==> config.mk <==
export PLATFORM = sky130hd
export DESIGN_NAME = arbitro_barramento
export DESIGN_NICKNAME = d
export VERILOG_FILES = /design/src/rtl/arbitro_barramento.sv
export SDC_FILE = /design/constraint.sdc
export NUM_CORES = 1
export LEC_CHECK = 0
export CAP_MARGIN = 15
export CORE_MARGIN = 10
export CORE_UTILIZATION = 45
export CTS_CLUSTER_DIAMETER = 50
export CTS_CLUSTER_SIZE = 12
export DETAILED_ROUTE_END_ITERATION = 8
export DONT_BUFFER_PORTS = 1
export HOLD_SLACK_MARGIN = 0.05
export PLACE_DENSITY = 0.6
export SLEW_MARGIN = 20
export SYNTH_ARGS = -nofsm -noshare
export SYNTH_HDL_FRONTEND = slang
export SYNTH_SLANG_ARGS = --single-unit
==> constraint.sdc <==
create_clock -name clock -period 2.9 [get_ports clock]
set_input_delay 0.435 -clock clock [delete_from_list [all_inputs] [get_ports clock]]
set_output_delay 0.435 -clock clock [all_outputs]
set_load 0.01 [all_outputs]
==> src/rtl/arbitro_barramento.sv <==
// rtl/arbitro_barramento.sv - round-robin snooping bus arbiter and memory sequencer
// Grants one L1 per transaction, broadcasts the MESI message, then orders victim/snooper write-backs and the read.
module arbitro_barramento #(
  parameter int N      = 3,
  parameter int ENDR_W = 5,
  parameter int DADO_W = 10
) (
  input  logic                clock,
  input  logic                reset,
  input  logic [N-1:0]        req,
  input  logic [2*N-1:0]      msg_req,
  input  logic [ENDR_W*N-1:0] endr_req,
  input  logic [N-1:0]        wb_req,
  input  logic [ENDR_W*N-1:0] endr_wb_req,
  input  logic [DADO_W*N-1:0] dado_wb_req,
  output logic [N-1:0]        gnt,
  output logic [N-1:0]        pronto,
  output logic [DADO_W-1:0]   dado_out,
  output logic                shared_out,
  output logic                bus_valido,
  output logic [1:0]          msg_bus,
  output logic [ENDR_W-1:0]   endr_bus,
  input  logic [N-1:0]        snoop_shared,
  input  logic [N-1:0]        snoop_wb,
  input  logic [DADO_W*N-1:0] snoop_dado,
  output logic                mem_req,
  output logic                mem_w,
  output logic [ENDR_W-1:0]   mem_endr,
  output logic [DADO_W-1:0]   mem_dado_out,
  input  logic [DADO_W-1:0]   mem_dado_in,
  input  logic                mem_pronto
);
  localparam int IW = (N > 1) ? $clog2(N) : 1;

  typedef enum logic [2:0] {OCIOSO, SNOOP, WB_VITIMA, WB_SNOOP, LEITURA, FIM} estado_t;
  estado_t estado, prox;

  logic [IW-1:0]     ultimo, escolha, sel_r;
  logic              tem_escolha;
  logic [N-1:0]      escolha_oh, grant_r, shared_m, wb_m;
  logic [1:0]        msg_sel, msg_r;
  logic [ENDR_W-1:0] endr_sel, endr_r, vit_endr_sel, vit_endr_r;
  logic [DADO_W-1:0] vit_dado_sel, vit_dado_r, dono_dado_sel, dono_dado_r, dado_r;
  logic              wb_sel, wb_r, shared_r, tem_dono_r;

  // Indices above ultimo win over the wrapped ones; within each group the lowest index wins.
  always_comb begin
    escolha      = '0;
    tem_escolha  = 1'b0;
    escolha_oh   = '0;
    msg_sel      = '0;
    endr_sel     = '0;
    wb_sel       = 1'b0;
    vit_endr_sel = '0;
    vit_dado_sel = '0;
    for (int i = N - 1; i >= 0; i--) begin
      if (req[i] && IW'(i) <= ultimo) begin
        escolha     = IW'(i);
        tem_escolha = 1'b1;
      end
    end
    for (int i = N - 1; i >= 0; i--) begin
      if (req[i] && IW'(i) > ultimo) begin
        escolha     = IW'(i);
        tem_escolha = 1'b1;
      end
    end
    for (int i = 0; i < N; i++) begin
      if (escolha == IW'(i)) begin
        escolha_oh[i] = 1'b1;
        msg_sel       = msg_req[2*i +: 2];
        endr_sel      = endr_req[ENDR_W*i +: ENDR_W];
        wb_sel        = wb_req[i];
        vit_endr_sel  = endr_wb_req[ENDR_W*i +: ENDR_W];
        vit_dado_sel  = dado_wb_req[DADO_W*i +: DADO_W];
      end
    end
  end

  // The requester never snoops itself; the lowest-index owner wins on conflicting responses.
  always_comb begin
    shared_m      = snoop_shared & ~grant_r;
    wb_m          = snoop_wb & ~grant_r;
    dono_dado_sel = '0;
    for (int i = N - 1; i >= 0; i--) begin
      if (wb_m[i]) dono_dado_sel = snoop_dado[DADO_W*i +: DADO_W];
    end
  end

  always_ff @(negedge clock or posedge reset) begin
    if (reset) begin
      estado      <= OCIOSO;
      ultimo      <= IW'(N - 1);
      sel_r       <= '0;
      grant_r     <= '0;
      msg_r       <= '0;
      endr_r      <= '0;
      wb_r        <= 1'b0;
      vit_endr_r  <= '0;
      vit_dado_r  <= '0;
      shared_r    <= 1'b0;
      tem_dono_r  <= 1'b0;
      dono_dado_r <= '0;
      dado_r      <= '0;
    end else begin
      estado <= prox;
      case (estado)
        OCIOSO: begin
          if (grant_r == '0 && tem_escolha) begin
            sel_r      <= escolha;
            grant_r    <= escolha_oh;
            msg_r      <= (msg_sel == 2'b00) ? 2'b01 : msg_sel;
            endr_r     <= endr_sel;
            wb_r       <= wb_sel;
            vit_endr_r <= vit_endr_sel;
            vit_dado_r <= vit_dado_sel;
          end
        end
        SNOOP: begin
          shared_r    <= |shared_m;
          tem_dono_r  <= |wb_m;
          dono_dado_r <= dono_dado_sel;
        end
        WB_SNOOP: if (mem_pronto) dado_r <= dono_dado_r;
        LEITURA:  if (mem_pronto) dado_r <= mem_dado_in;
        FIM: begin
          grant_r <= '0;
          ultimo  <= sel_r;
        end
        default: ;
      endcase
    end
  end

  always_comb begin
    prox         = estado;
    pronto       = '0;
    shared_out   = 1'b0;
    bus_valido   = 1'b0;
    msg_bus      = '0;
    endr_bus     = '0;
    mem_req      = 1'b0;
    mem_w        = 1'b0;
    mem_endr     = '0;
    mem_dado_out = '0;
    case (estado)
      OCIOSO: if (grant_r != '0) prox = SNOOP;
      SNOOP: begin
        bus_valido = 1'b1;
        msg_bus    = msg_r;
        endr_bus   = endr_r;
        if (msg_r == 2'b10)  prox = FIM;
        else if (wb_r)       prox = WB_VITIMA;
        else if (|wb_m)      prox = WB_SNOOP;
        else                 prox = LEITURA;
      end
      WB_VITIMA: begin
        mem_req      = 1'b1;
        mem_w        = 1'b1;
        mem_endr     = vit_endr_r;
        mem_dado_out = vit_dado_r;
        if (mem_pronto) prox = tem_dono_r ? WB_SNOOP : LEITURA;
      end
      WB_SNOOP: begin
        mem_req      = 1'b1;
        mem_w        = 1'b1;
        mem_endr     = endr_r;
        mem_dado_out = dono_dado_r;
        if (mem_pronto) prox = FIM;
      end
      LEITURA: begin
        mem_req  = 1'b1;
        mem_endr = endr_r;
        if (mem_pronto) prox = FIM;
      end
      FIM: begin
        pronto     = grant_r;
        shared_out = shared_r;
        prox       = OCIOSO;
      end
      default: prox = OCIOSO;
    endcase
  end

  assign gnt      = grant_r;
  assign dado_out = dado_r;

endmodule

-- Word-level counts from Yosys, hierarchy flattened
Cells that the tools add are included.
- bits in registers: 55
- latch bits: 0
- bits in writable memories: 0
- bits in read-only memories: 0
- input port bits: 121
- output and inout bits: 42
- word-level logic and storage cells: 115
- memories: 0
- $add $sub $neg: 0
- multiply operators: 0
- div/mod/pow operators: 0
- $lt $le $gt $ge: 6
- eq/ne operators: 14
- shifts and indexed selects: 0
- multiplexer cells: 56
- bitwise gates (word level): 3
- reductions and logical operators: 23
- operator list (kind ; count):
    10-bit two-way mux ; 8
    10-bit case mux with 2 select lines ; 2
    5-bit two-way mux ; 7
    3-bit two-way mux ; 9
    2-bit two-way mux ; 11
    1-bit two-way mux ; 16
    3-bit case mux with 4 select lines ; 1
    2-bit != test (second input constant) ; 5
    5-bit case mux with 2 select lines ; 1
    3-bit OR reduction ; 3
    1-bit logical AND ; 7
    3-bit bitwise AND ; 2
    3-bit by 2-bit == test with 1-bit output (second input constant) ; 2
    3-bit == test (second input constant) ; 2
    3-bit zero test ; 2
    3-bit case mux with 2 select lines ; 1
    3-bit AND reduction ; 2
    2-bit == test (second input constant) ; 2
    1-bit by 2-bit > comparator with 1-bit output (first input constant) ; 2
    1-bit by 2-bit less-or-equal comparator with 1-bit output (first input constant) ; 2
    2-bit zero test ; 2
    2-bit AND reduction ; 2
    2-bit nonzero test ; 2
    2-bit OR reduction ; 2
    other kinds (7) ; 7

-- Logic depth before layout (Yosys ltp)
- depth after elaboration: 14
- gate-level depth with buffers: 9
- mapped depth without buffers: 6

==> results by group <==
Yosys
  – Synth Register Bits: 55
  – Most frequent cell after synthesis: nand2_1
  – Net Count, Synth: 552
  – Seq/Total Area, Yosys: 41.2%
  – Mapped cell area: 0.00334 sq mm
  – Top cells by area, synth: dfrtn_1 40%, nand2_1 13%, o21ai_0 8.2%
  – Syn. warnings: 0
  – Biggest area consumer among synthesized cells: dfrtn_1
  – Synthesized instance count: 431
  – Synth unique cells: 38
  – Post-synth EDFFs: 0
  – Asr flop ratio synth: 100%
  – Ys flop type: dfrtn_1
  – Synth cell count leaders: 114 x nand2_1, 55 x o21ai_0, 54 x dfrtn_1
  – Synth Area per Inst: 7.76 sq um
  – Synth top area share: 40.4%

Timing
  – Slew headroom: 66.9%
  – Setup Viol. Count Final: 29
  – Worst-margin pin slew: 0.497 ns
  – Final hold violations: 0
  – Final worst slack: -0.438 ns
  – Final clock skew: 0.0663 ns
  – Fin Hold WS: 0.403 ns
  – Final Max Slew Viols: 0
  – RSZ-0062 raised after global routing: yes

Routing
  – Routed len/inst: 19.3 um
  – Vias: 3,188
  – 1st-iter DRT viols: 80
  – Drt first pass iters: 5
  – DR vias/cell: 5.63
  – # DRC: 0
  – Final WL: 10,900 um
  – Post-DRT Antenna Nets: 0

Layout
  – Area Growth Syn to Fin: 27.5%
  – Share of layout cells above drive strength 1: 26.1%
  – N_diodes: 0
  – Design Area, Final: 0.00426 sq mm
  – Final net count: 587
  – Post-layout util: 58.8%

Power and ir drop
  – Sequential share of power: 33.4%
  – Int Pwr: 2.62 mW
  – Leak: 1.86 nW
  – Peak supply drop: 0.398 mV
  – Total power: 4.63 mW
  – Sw Ratio: 43.4%
  – Pwr dens: 1090 mW/mm^2
  – Clock share of power: 10.0%
  – Comb power frac: 56.6%
  – Net switching power: 2.01 mW

Floorplan
  – Die width: 106 um
  – Die area: 0.0113 sq mm
  – Chip height: 106 um
  – # rows: 31
  – Core Area: 0.00725 sq mm
  – Initial Util: 46.1%
  – Ports: 163

GRT
  – Total gr overflow: 0
  – GRT Total Usage: 19.2%
  – GR Layer Usage met3: 7.85%
  – GRT busiest layer: met2
  – Largest net degree at the start of global routing: 43
  – Number of global-route vias before repair: 3,391
  – First-pass GRT wire length: 17,700 um
  – Met2 global-route usage: 31.2%
  – Initial antenna violation count: 0
  – Grt met1 use: 23.4%

Place
  – DP Area: 0.00388 sq mm
  – Place WS: -0.290 ns
  – Final RePlAce weighted congestion: 0.801
  – Port bufs: 0
  – Dpl hpwl: 8760 um

Clocking
  – CTS root buf: clkbuf_8
  – CTS Buf Count: 5
  – Hold_buf cts: 0
  – CTS tree: built
  – Clk buf depth: 2
  – Clock Pin Slew Worst Setup and Hold Paths: 0.07 ns
  – Clock sinks: 55
  – Clk Latency, worst-skew pair: 0.36 ns
  – Htree depth: 2

Worst setup path
  – Slowest-stage cell, CP: dfrtn_1
  – Setup crit start kind: flip-flop
  – CP Data Arrival Time: 2.90 ns
  – Cells along the critical path: or3b_4 -> inv_8 -> and2_4
  – Critical path type: reg -> out
  – Worst path required time: 2.47 ns
  – CP max stage delay: 0.45 ns
  – Critical Path End Type: output port
  – Crit-path max FO: 8

Outcome
  – Outcome: finished with violations
  – Failing checks: setup timing

Flow run
  – Max_cap viols: 0

Hold path
  – Hold crit path type: reg -> reg
## layer usage
metal	up-vias	wire length (um)
met2	130	5130
met1	1507	4600
met5	-	0
li1	1543	-
met4	0	129
met3	8	1080
## power groups by stage
stage                     combinational [mW]  sequential (mW)  clock, mW
final                                   2.62             1.55      0.462
after CTS                               2.57             1.54      0.474
after global placement                  2.22             1.48    0.00431
after global routing                    2.91             1.60      0.510
after detailed placement                2.26             1.50    0.00431
after floorplan                         1.72             1.41    0.00431
## layout by cell type, fill, tap and decap left out, types with 3 or more instances in the layout
cell and instances:
nand2_1 109, dfrtn_1 54, o21ai_0 50, buf_4 43, a21oi_1 22, o21ai_1 21, and3_1 20, mux2i_1 15
nand3_1 11, buf_6 11, nor2_4 10, mux2i_4 9, and2_4 8, nor2b_1 6, nor2_1 6, clkbuf_8 6
nor2_2 5, nand2b_1 4, inv_1 4, nand2_2 4, o21ai_2 4, buf_12 4, nor3_1 3, a31oi_1 3
mux2_4 3
## critical path, delay by kind of cell, from the launching register on
family	cells	cell delay, ns
DFF	1	0.45
and+or+nand+nor	2	0.59
buffers and inverters	1	0.10
## area by class of cell
cell class | count | area, sq um
tap | 99 | 124
clock buffer | 7 | 86.3
inverter | 6 | 36.3
multi-input combinational | 338 | 2080
sequential | 55 | 1380
timing repair buffer | 59 | 542
fill | 694 | 2990
clock inverter | 2 | 12.5
## timing repair
action | 4_1_cts | 5_1_grt
pin swaps | 10 | 4
gates resized for setup | 34 | 8
cloned | 0 | 0
endpoints found under the setup margin | 29 | 31
setup buffers | 11 | 4
## flip-flops by register name, indices dropped and copies added (netlist names)
name         cells
dado_out        10
dono_dado_r     10
endr_r           5
estado           3
gnt              3
msg_r            2
sel_r            2
shared_r         1
tem_dono_r       1
ultimo           2
vit_dado_r      10
vit_endr_r       5
wb_r             1
## path summary, 6_finish.rpt
check                           cells after the start      start       endpoint  slack [ns]
min in group asynchronous                           1      reset       shared_r        1.30
worst min-delay path                                2   sel_r[1]      ultimo[1]        0.40
max in group asynchronous                           2      reset  vit_endr_r[0]        1.10
worst max register to register                     13  estado[0]  vit_dado_r[5]        0.79
worst max-delay path                                3  estado[0]    endr_bus[3]       -0.44
worst min register to register                      2   sel_r[1]      ultimo[1]        0.40
## kinds of logic after synthesis
| kind of cell | count (synthesis) | synth area share [%] |
|---|---|---|
| flops | 55 | 41.2 |
| compound gates | 112 | 18.0 |
| buf+inv | 38 | 4.94 |
| mux | 27 | 8.42 |
| simple gates | 199 | 27.5 |
## stage by stage
step,TNS (ns),instances
global placement,-5.73,546
floorplan,-3.04,431
CTS,-11.07,563
finish,-11.10,566
global route,-12.85,566
detailed placement,-7.73,546
(Power assumes the default switching activity.)
